--- src/rtl/redirect_ctrl_pkg.sv ---
// Shared backend definitions: ROB id layout and the wrap-aware age compare.
// Both the ROB and the issue queues use the same helpers.
package redirect_ctrl_pkg;

    localparam int ROB_IDX_W = 6;

    typedef struct packed {
        logic                 wrap;
        logic [ROB_IDX_W-1:0] idx;
    } robid_t;

    typedef enum logic {
        ST_IDLE = 1'b0,
        ST_PEND = 1'b1
    } redir_state_e;

    // a is older than b. When the wrap bits differ, the larger index was
    // allocated before the ROB pointer wrapped around.
    function automatic logic is_older(input robid_t a, input robid_t b);
        if (a.wrap == b.wrap) begin
            return a.idx < b.idx;
        end
        return a.idx > b.idx;
    endfunction

endpackage

--- src/rtl/redirect_age_sel.sv ---
// Combinational oldest-of-two select over the two branch pipes' redirects.
// Pipe 0 wins a tie, which only happens on identical ids.
module redirect_age_sel
    import redirect_ctrl_pkg::*;
#(
    parameter int PC_W = 64
) (
    input  logic            bju0_valid,
    input  logic [PC_W-1:0] bju0_target,
    input  robid_t          bju0_robid,
    input  logic            bju1_valid,
    input  logic [PC_W-1:0] bju1_target,
    input  robid_t          bju1_robid,
    output logic            cand_valid,
    output logic [PC_W-1:0] cand_target,
    output robid_t          cand_robid
);

    logic pick1;

    always_comb begin
        pick1       = bju1_valid && (!bju0_valid || is_older(bju1_robid, bju0_robid));
        cand_valid  = bju0_valid || bju1_valid;
        cand_target = pick1 ? bju1_target : bju0_target;
        cand_robid  = pick1 ? bju1_robid  : bju0_robid;
    end

endmodule

--- src/rtl/redirect_ctrl.sv ---
// Keeps the oldest branch mispredict, offers it to the frontend and pulses a
// backend flush once per accepted redirect. commit_flush overrides all of it.
module redirect_ctrl #(
    parameter int PC_W      = 64,
    parameter int ROB_IDX_W = 6
) (
    input  logic                 clock,
    input  logic                 reset,
    input  logic                 bju0_redirect_valid,
    input  logic [PC_W-1:0]      bju0_redirect_target,
    input  logic [ROB_IDX_W:0]   bju0_robid,
    input  logic                 bju1_redirect_valid,
    input  logic [PC_W-1:0]      bju1_redirect_target,
    input  logic [ROB_IDX_W:0]   bju1_robid,
    input  logic                 commit_flush,
    output logic                 fe_redirect_valid,
    output logic [PC_W-1:0]      fe_redirect_target,
    input  logic                 fe_redirect_ready,
    output logic                 be_flush_valid,
    output logic [ROB_IDX_W:0]   be_flush_robid
);

    import redirect_ctrl_pkg::*;

    logic            cand_valid;
    logic [PC_W-1:0] cand_target;
    robid_t          cand_robid;

    redir_state_e    state;
    logic [PC_W-1:0] pend_target;
    robid_t          pend_robid;
    logic            fe_valid_q;
    logic            flush_q;

    logic            accept;
    logic            handshake;

    redirect_age_sel #(
        .PC_W (PC_W)
    ) u_age_sel (
        .bju0_valid  (bju0_redirect_valid),
        .bju0_target (bju0_redirect_target),
        .bju0_robid  (robid_t'(bju0_robid)),
        .bju1_valid  (bju1_redirect_valid),
        .bju1_target (bju1_redirect_target),
        .bju1_robid  (robid_t'(bju1_robid)),
        .cand_valid  (cand_valid),
        .cand_target (cand_target),
        .cand_robid  (cand_robid)
    );

    // Frontend handshake: a redirect transfers in any cycle where
    // fe_redirect_valid and fe_redirect_ready are both high; valid and target
    // hold stable until then unless an older redirect replaces them.
    always_comb begin
        handshake = fe_valid_q && fe_redirect_ready;
        accept    = cand_valid && !commit_flush &&
                    ((state == ST_IDLE) || is_older(cand_robid, pend_robid));
    end

    always_ff @(posedge clock) begin
        if (reset) begin
            state       <= ST_IDLE;
            fe_valid_q  <= 1'b0;
            flush_q     <= 1'b0;
            pend_target <= '0;
            pend_robid  <= '0;
        end else if (commit_flush) begin
            state      <= ST_IDLE;
            fe_valid_q <= 1'b0;
            flush_q    <= 1'b0;
        end else begin
            flush_q <= accept;
            if (accept) begin
                // Younger candidates never reach here, so a replacement only
                // ever widens the backend flush window.
                state       <= ST_PEND;
                fe_valid_q  <= 1'b1;
                pend_target <= cand_target;
                pend_robid  <= cand_robid;
            end else if (handshake) begin
                state      <= ST_IDLE;
                fe_valid_q <= 1'b0;
            end
        end
    end

    assign fe_redirect_valid  = fe_valid_q;
    assign fe_redirect_target = pend_target;
    assign be_flush_valid     = flush_q;
    assign be_flush_robid     = pend_robid;

endmodule

--- config.mk ---
export PLATFORM = sky130hd
export DESIGN_NAME = redirect_ctrl
export DESIGN_NICKNAME = d
export VERILOG_FILES = /design/src/rtl/redirect_ctrl_pkg.sv /design/src/rtl/redirect_age_sel.sv /design/src/rtl/redirect_ctrl.sv
export SDC_FILE = /design/constraint.sdc
export NUM_CORES = 1
export LEC_CHECK = 0
export BUFFER_PORTS_ARGS = -buffer_cell sky130_fd_sc_hd__buf_2
export CAP_MARGIN = 5
export CORE_MARGIN = 2
export CORE_UTILIZATION = 50
export CTS_BUF_LIST = sky130_fd_sc_hd__clkbuf_4 sky130_fd_sc_hd__clkbuf_8
export CTS_CLUSTER_SIZE = 10
export DETAILED_ROUTE_END_ITERATION = 10
export PLACE_DENSITY = 0.89
export SYNTH_ARGS = -nofsm -noshare
export SYNTH_HDL_FRONTEND = slang
export SYNTH_SLANG_ARGS = --single-unit
--- constraint.sdc ---
create_clock -name clock -period 8.8 [get_ports clock]
set_input_delay 1.32 -clock clock [delete_from_list [all_inputs] [get_ports clock]]
set_output_delay 1.32 -clock clock [all_outputs]
set_load 0.01 [all_outputs]
=== Yosys cells after proc, flatten, opt, wreduce, memory -nomap -nowiden ===
Index checks and enable logic that the tools add are counted.

* Input bits: 148
* Flip-flop bits (word level): 73
* Logic and storage cells: 35

* Bitwise logic cells: 2
* Mux-type cells: 10
* Eq/ne operators: 2
* $lt $le $gt $ge: 4
* Reduce and logical (&&, ||, !) cells: 12

{| class="wikitable"
|+ Operator list
! kind !! number
|-
| two-way mux 64 bit || 1
|-
| > comparator 6 bit || 2
|-
| < comparator 6 bit || 2
|-
| two-way mux 1 bit || 8
|-
| two-way mux 7 bit || 1
|-
| logical AND 1 bit || 4
|-
| logical OR 1 bit || 3
|-
| == test 1 bit || 2
|-
| logical NOT 1 bit || 2
|-
| NOT 1 bit || 2
|-
| AND reduction 2 bit || 1
|-
| nonzero test 2 bit || 1
|-
| OR reduction 2 bit || 1
|}

=== Longest topological paths before layout ===
* Depth after elaboration: 12
* Depth in mapped cells: 20
* Gate-level depth less buffers: 16

=== Cells and area by module ===
From an unflattened synthesis, not the netlist that was laid out.

* Cell total of the unflattened synthesis: 448
* Area, all modules: 4,942.2 um^2

{| class="wikitable"
|+ Modules (own cells, without submodules)
! module !! cells each !! times used !! area each (um^2)
|-
| redirect_ctrl || 342 || 1 || 3,504.6
|-
| redirect_age_sel || 106 || 1 || 1,437.6
|}

=== Least setup slack after synthesis ===
OpenSTA, ideal clock, no wires.

* Path type: input-to-reg
* From: input port bju0_robid[1]
* To: register pend_target[39] (netlist: fe_redirect_target[39])
* Buffers on the path: 3
* Data arrival time: 4,788 ps
* Stages on the path: 18
* Library setup time: 115 ps
* Required time: 8,685 ps
* Slack: 3,897 ps
* Path through: inv_1 > ha_1 > nor2b_1 > o21bai_1 > a311oi_2 > o21ai_2 > buf_4 > mux2_1 > ha_1 > a21oi_1 > a21boi_1 > o32a_1 > o2111ai_1 > o211ai_4 > o31ai_2 > buf_4 > buf_6 > o2bb2ai_2

{| class="wikitable"
|+ RTL lines
! what !! RTL line !! text
|-
| start: declaration || redirect_ctrl.sv:11 || <nowiki>input logic [ROB_IDX_W:0] bju0_robid,</nowiki>
|-
| end signal: assignment || redirect_ctrl.sv:79 || <nowiki>pend_target <= cand_target;</nowiki>
|-
| end: declaration || redirect_ctrl.sv:30 || <nowiki>logic [PC_W-1:0] pend_target;</nowiki>
|}

==> summary.md <==
| Metric | Value |
|---|---|
| Hold_buf cts | `0` |
| Post-CTS Setup Inserts | `0` |
| Drt pass-1 iters | `4` |
| Htree depth | `3` |
| Sw Share | `30.6%` |
| DIE WIDTH | `92.9 um` |
| Ranking of synthesized cells by area | `dfxtp_1 37%, o2bb2ai_2 22%, mux2i_1 16%, ha_1 3.8%, buf_6 2.9%` |
| Int Power | `0.000617 W` |
| P_leak | `2.69 nW` |
| CTS Buf Count | `9` |
| Avg Inst Size Synth | `12.3 um^2` |
| Psw | `0.000272 W` |
| CP endpoint | `fe_redirect_target[0]` |
| Cells along the critical path | `buf_2 -> inv_1 -> ha_1 -> nor2b_1 -> o21bai_1 -> a311oi_2 -> o21ai_4 -> buf_4 -> mux2_1 -> ha_1 -> a21boi_1 -> o32a_1 -> o2111ai_1 -> o211ai_4 -> o31ai_4 -> buf_12 -> o2bb2ai_1` |
| Power per cell area | `168 nW/um^2` |
| Slew HR | `36.9%` |
| Starting DRT DRC Count | `66` |
| First-pass GRT wire length | `15500 um` |
| Fill count | `590` |
| Synth area leader | `dfxtp_1` |
| Detail Route Antenna Nets | `0` |
| Clk slew on worst S/H paths | `70 ps` |
| DR WL/cell | `15.9 um` |
| Outcome | `completed` |
| Fmax | `166 MHz` |
| Combinational fraction of design power | `26.4%` |
| DR top layer | `met4` |
| Antenna cells | `0` |
| Die height | `92.9 um` |
| Initial Util | `51.4%` |
| Number of synthesis warnings | `0` |
| Syn_nets | `482` |
| DR WL met2 | `5370 um` |
| I/O Buffers | `220` |
| Post-route clock period utilization | `68.6%` |
| Most frequent cells in the layout | `220 x buf_2, 73 x dfxtp_1, 65 x mux2i_1` |
| Metal3 WL | `612 um` |
| Longest Clk Path Bufs | `2` |
| Yosys top cell area share | `37.0%` |
| Final Net Count | `696` |
| Synth Instances | `322` |
| Total Routing Usage GR | `22.6%` |
| CP Max Fanout | `55` |
| Largest net degree at the start of global routing | `56` |
| Io pins | `221` |
| Post-Syn Area | `3950 um^2` |
| MaxCap Viol Count | `0` |
| Setup TNS | `0 ps` |
| Worst path arrival time | `6250 ps` |
| Yosys cell types | `40` |
| FF-to-FF End | `fe_redirect_target[0]` |
| Finished Core Util | `68.7%` |
| Initial antenna violation count | `0` |
| Pwr Total | `0.000889 W` |
| Seq cells post-synth | `73` |
| DR DRC count | `0` |
| Startpoint Class | `primary input` |
| R2r setup slk | `5530 ps` |
| Avg Vias per Cell | `5.36` |
| VDD IR-drop max | `0.0853 mV` |
| Worst Reg2Reg Path Length in Cells | `10` |
| Cell mode on critical path | `ha_1` |
| WL met1 | `4010 um` |
| Layout area overhead | `33.8%` |
| Seq/Total Area, Yosys | `37.0%` |
| Clock power share | `30.7%` |
| Worst Tran Pin Value | `946 ps` |
| Post-layout min period | `6040 ps` |
| Vias in the first global route | `3433` |
| Worst min-delay path class | `reg -> reg` |
| Worst skew pair latency | `340 ps` |
| Max incr delay on CP | `780 ps` |
| CTS tree | `done` |
| DP Wirelength | `7960 um` |
| Commonest non-fill, non-tap cell in the layout | `buf_2` |
| Total Wirelength | `10200 um` |
| Layout cells sized above 1 | `56.7%` |
| Final setup violating endpoints | `0` |
| GPL Wtd Cong | `0.841` |
| # resized after CTS | `0` |
| Critical Path RT | `9010 ps` |
| Worst Setup End Kind | `flip-flop` |
| Via count | `3446` |
| Core area | `7690 um^2` |
| Die ar. | `8620 um^2` |
| Final hold viol count | `0` |
| Share of power burned in registers | `43.0%` |
| Total congestion overflow | `0` |
| CP max stage cell | `o31ai_4` |
| RR Startpoint | `be_flush_robid[4]` |
| Critical path class | `in -> reg` |
| Unrepaired setup endpoints after global routing | `false` |
| Worst Clk Skew | `11.7 ps` |
| Final Max Slew Viols | `0` |
| Crit path from | `bju0_robid[1]` |
| Row cnt | `32` |
| Clock root buffer | `clkbuf_8` |
| Clock sinks | `73` |
==> power by group through the flow <==
stage	clock [W]	sequential [W]	combinational [W]
2_1_floorplan	0	0.000401	0.000138
3_3_place_gp	0	0.000388	0.000226
3_5_place_dp	0	0.000389	0.000236
4_1_cts	0.000280	0.000382	0.000236
5_1_grt	0.000296	0.000386	0.000252
6_report	0.000273	0.000382	0.000234
==> stage by stage <==
| step | std cells | setup slack, ps | cell area (um^2) | hold slack [ps] |
|---|---|---|---|---|
| 6_report | 643 | 2760 | 5280 | 465 |
| 5_1_grt | 643 | 2480 | 5280 | 477 |
| 4_1_cts | 643 | 2770 | 5280 | 465 |
| 3_5_place_dp | 627 | 2410 | 5070 | 443 |
| 3_3_place_gp | 627 | 2680 | 5070 | 442 |
| 2_1_floorplan | 322 | 3900 | 3950 | 491 |
==> registers in the layout (all words and copies together) (netlist names) <==
name,count
fe_redirect_valid,1
be_flush_robid,7
fe_redirect_target,64
be_flush_valid,1
==> synthesized netlist by cell type (all sizes together) <==
master   instances
o211ai           2
and2             3
a211oi           1
o31ai            3
nor3             2
dfxtp           73
nor2b            3
nand2b           4
mux2             5
a41o             1
o21bai           2
a21boi           1
nand3b           1
a311o            1
inv             15
clkbuf           3
o32a             1
nor2             8
a21o             1
o2bb2ai         70
buf             19
nand3            2
a41oi            1
nand2            8
o21ai            1
a21oi            4
and2b            2
ha              12
nand4            2
o2111ai          4
a311oi           1
mux2i           65
xnor2            1
==> critical path, delay by kind of cell <==
| family | cells | cell delay [ps] |
|---|---|---|
| and+or+nand+nor | 1 | 140 |
| buffers and inverters | 4 | 1090 |
| AOI/OAI and AO/OA | 9 | 2650 |
| adders and majority gates | 2 | 600 |
| muxes | 1 | 400 |
==> layout make-up <==
| class | count | area, um^2 | area share, % |
|---|---|---|---|
| multi-input cells | 212 | 2270 | 43.0 |
| well taps | 102 | 128 | 2.42 |
| clock buffers | 11 | 151 | 2.87 |
| inverters | 15 | 56.3 | 1.07 |
| flip-flops and latches | 73 | 1460 | 27.7 |
| repair buffers | 225 | 1150 | 21.8 |
| clock inverters | 5 | 62.6 | 1.18 |
==> cell families (layout without fill, tap and decap cells) <==
kind of cell / Yosys count / count (layout) / share of synthesized area (%)
XOR/XNOR: 1 / 1 / 0.222
multiplexers: 70 / 70 / 17.9
AND/OR/NAND/NOR: 35 / 35 / 4.50
AO/OA/AOI/OAI: 94 / 94 / 30.7
flip-flops: 73 / 73 / 37.0
adder cells (fa/ha/maj): 12 / 12 / 3.80
buffers and inverters: 37 / 256 / 5.83
==> metal layers <==
metal | GRT usage [%] | up-vias
li1 | - | 1671
met5 | 0 | -
met4 | 11.0 | 0
met2 | 41.1 | 149
met1 | 25.0 | 1602
met3 | 4.23 | 24
==> how the worst min path moves through the flow <==
stage | from | end | slack (ps) | depth (start not counted)
after floorplan | fe_redirect_target[0] | fe_redirect_target[0] | 490 | 1
after global placement | fe_redirect_target[62] | fe_redirect_target[62] | 440 | 1
after detailed placement | fe_redirect_target[2] | fe_redirect_target[2] | 440 | 1
after CTS | fe_redirect_target[62] | fe_redirect_target[62] | 470 | 1
after global routing | fe_redirect_target[2] | fe_redirect_target[2] | 480 | 1
final | fe_redirect_target[62] | fe_redirect_target[62] | 470 | 1
Power figures use the tool's default switching activity.
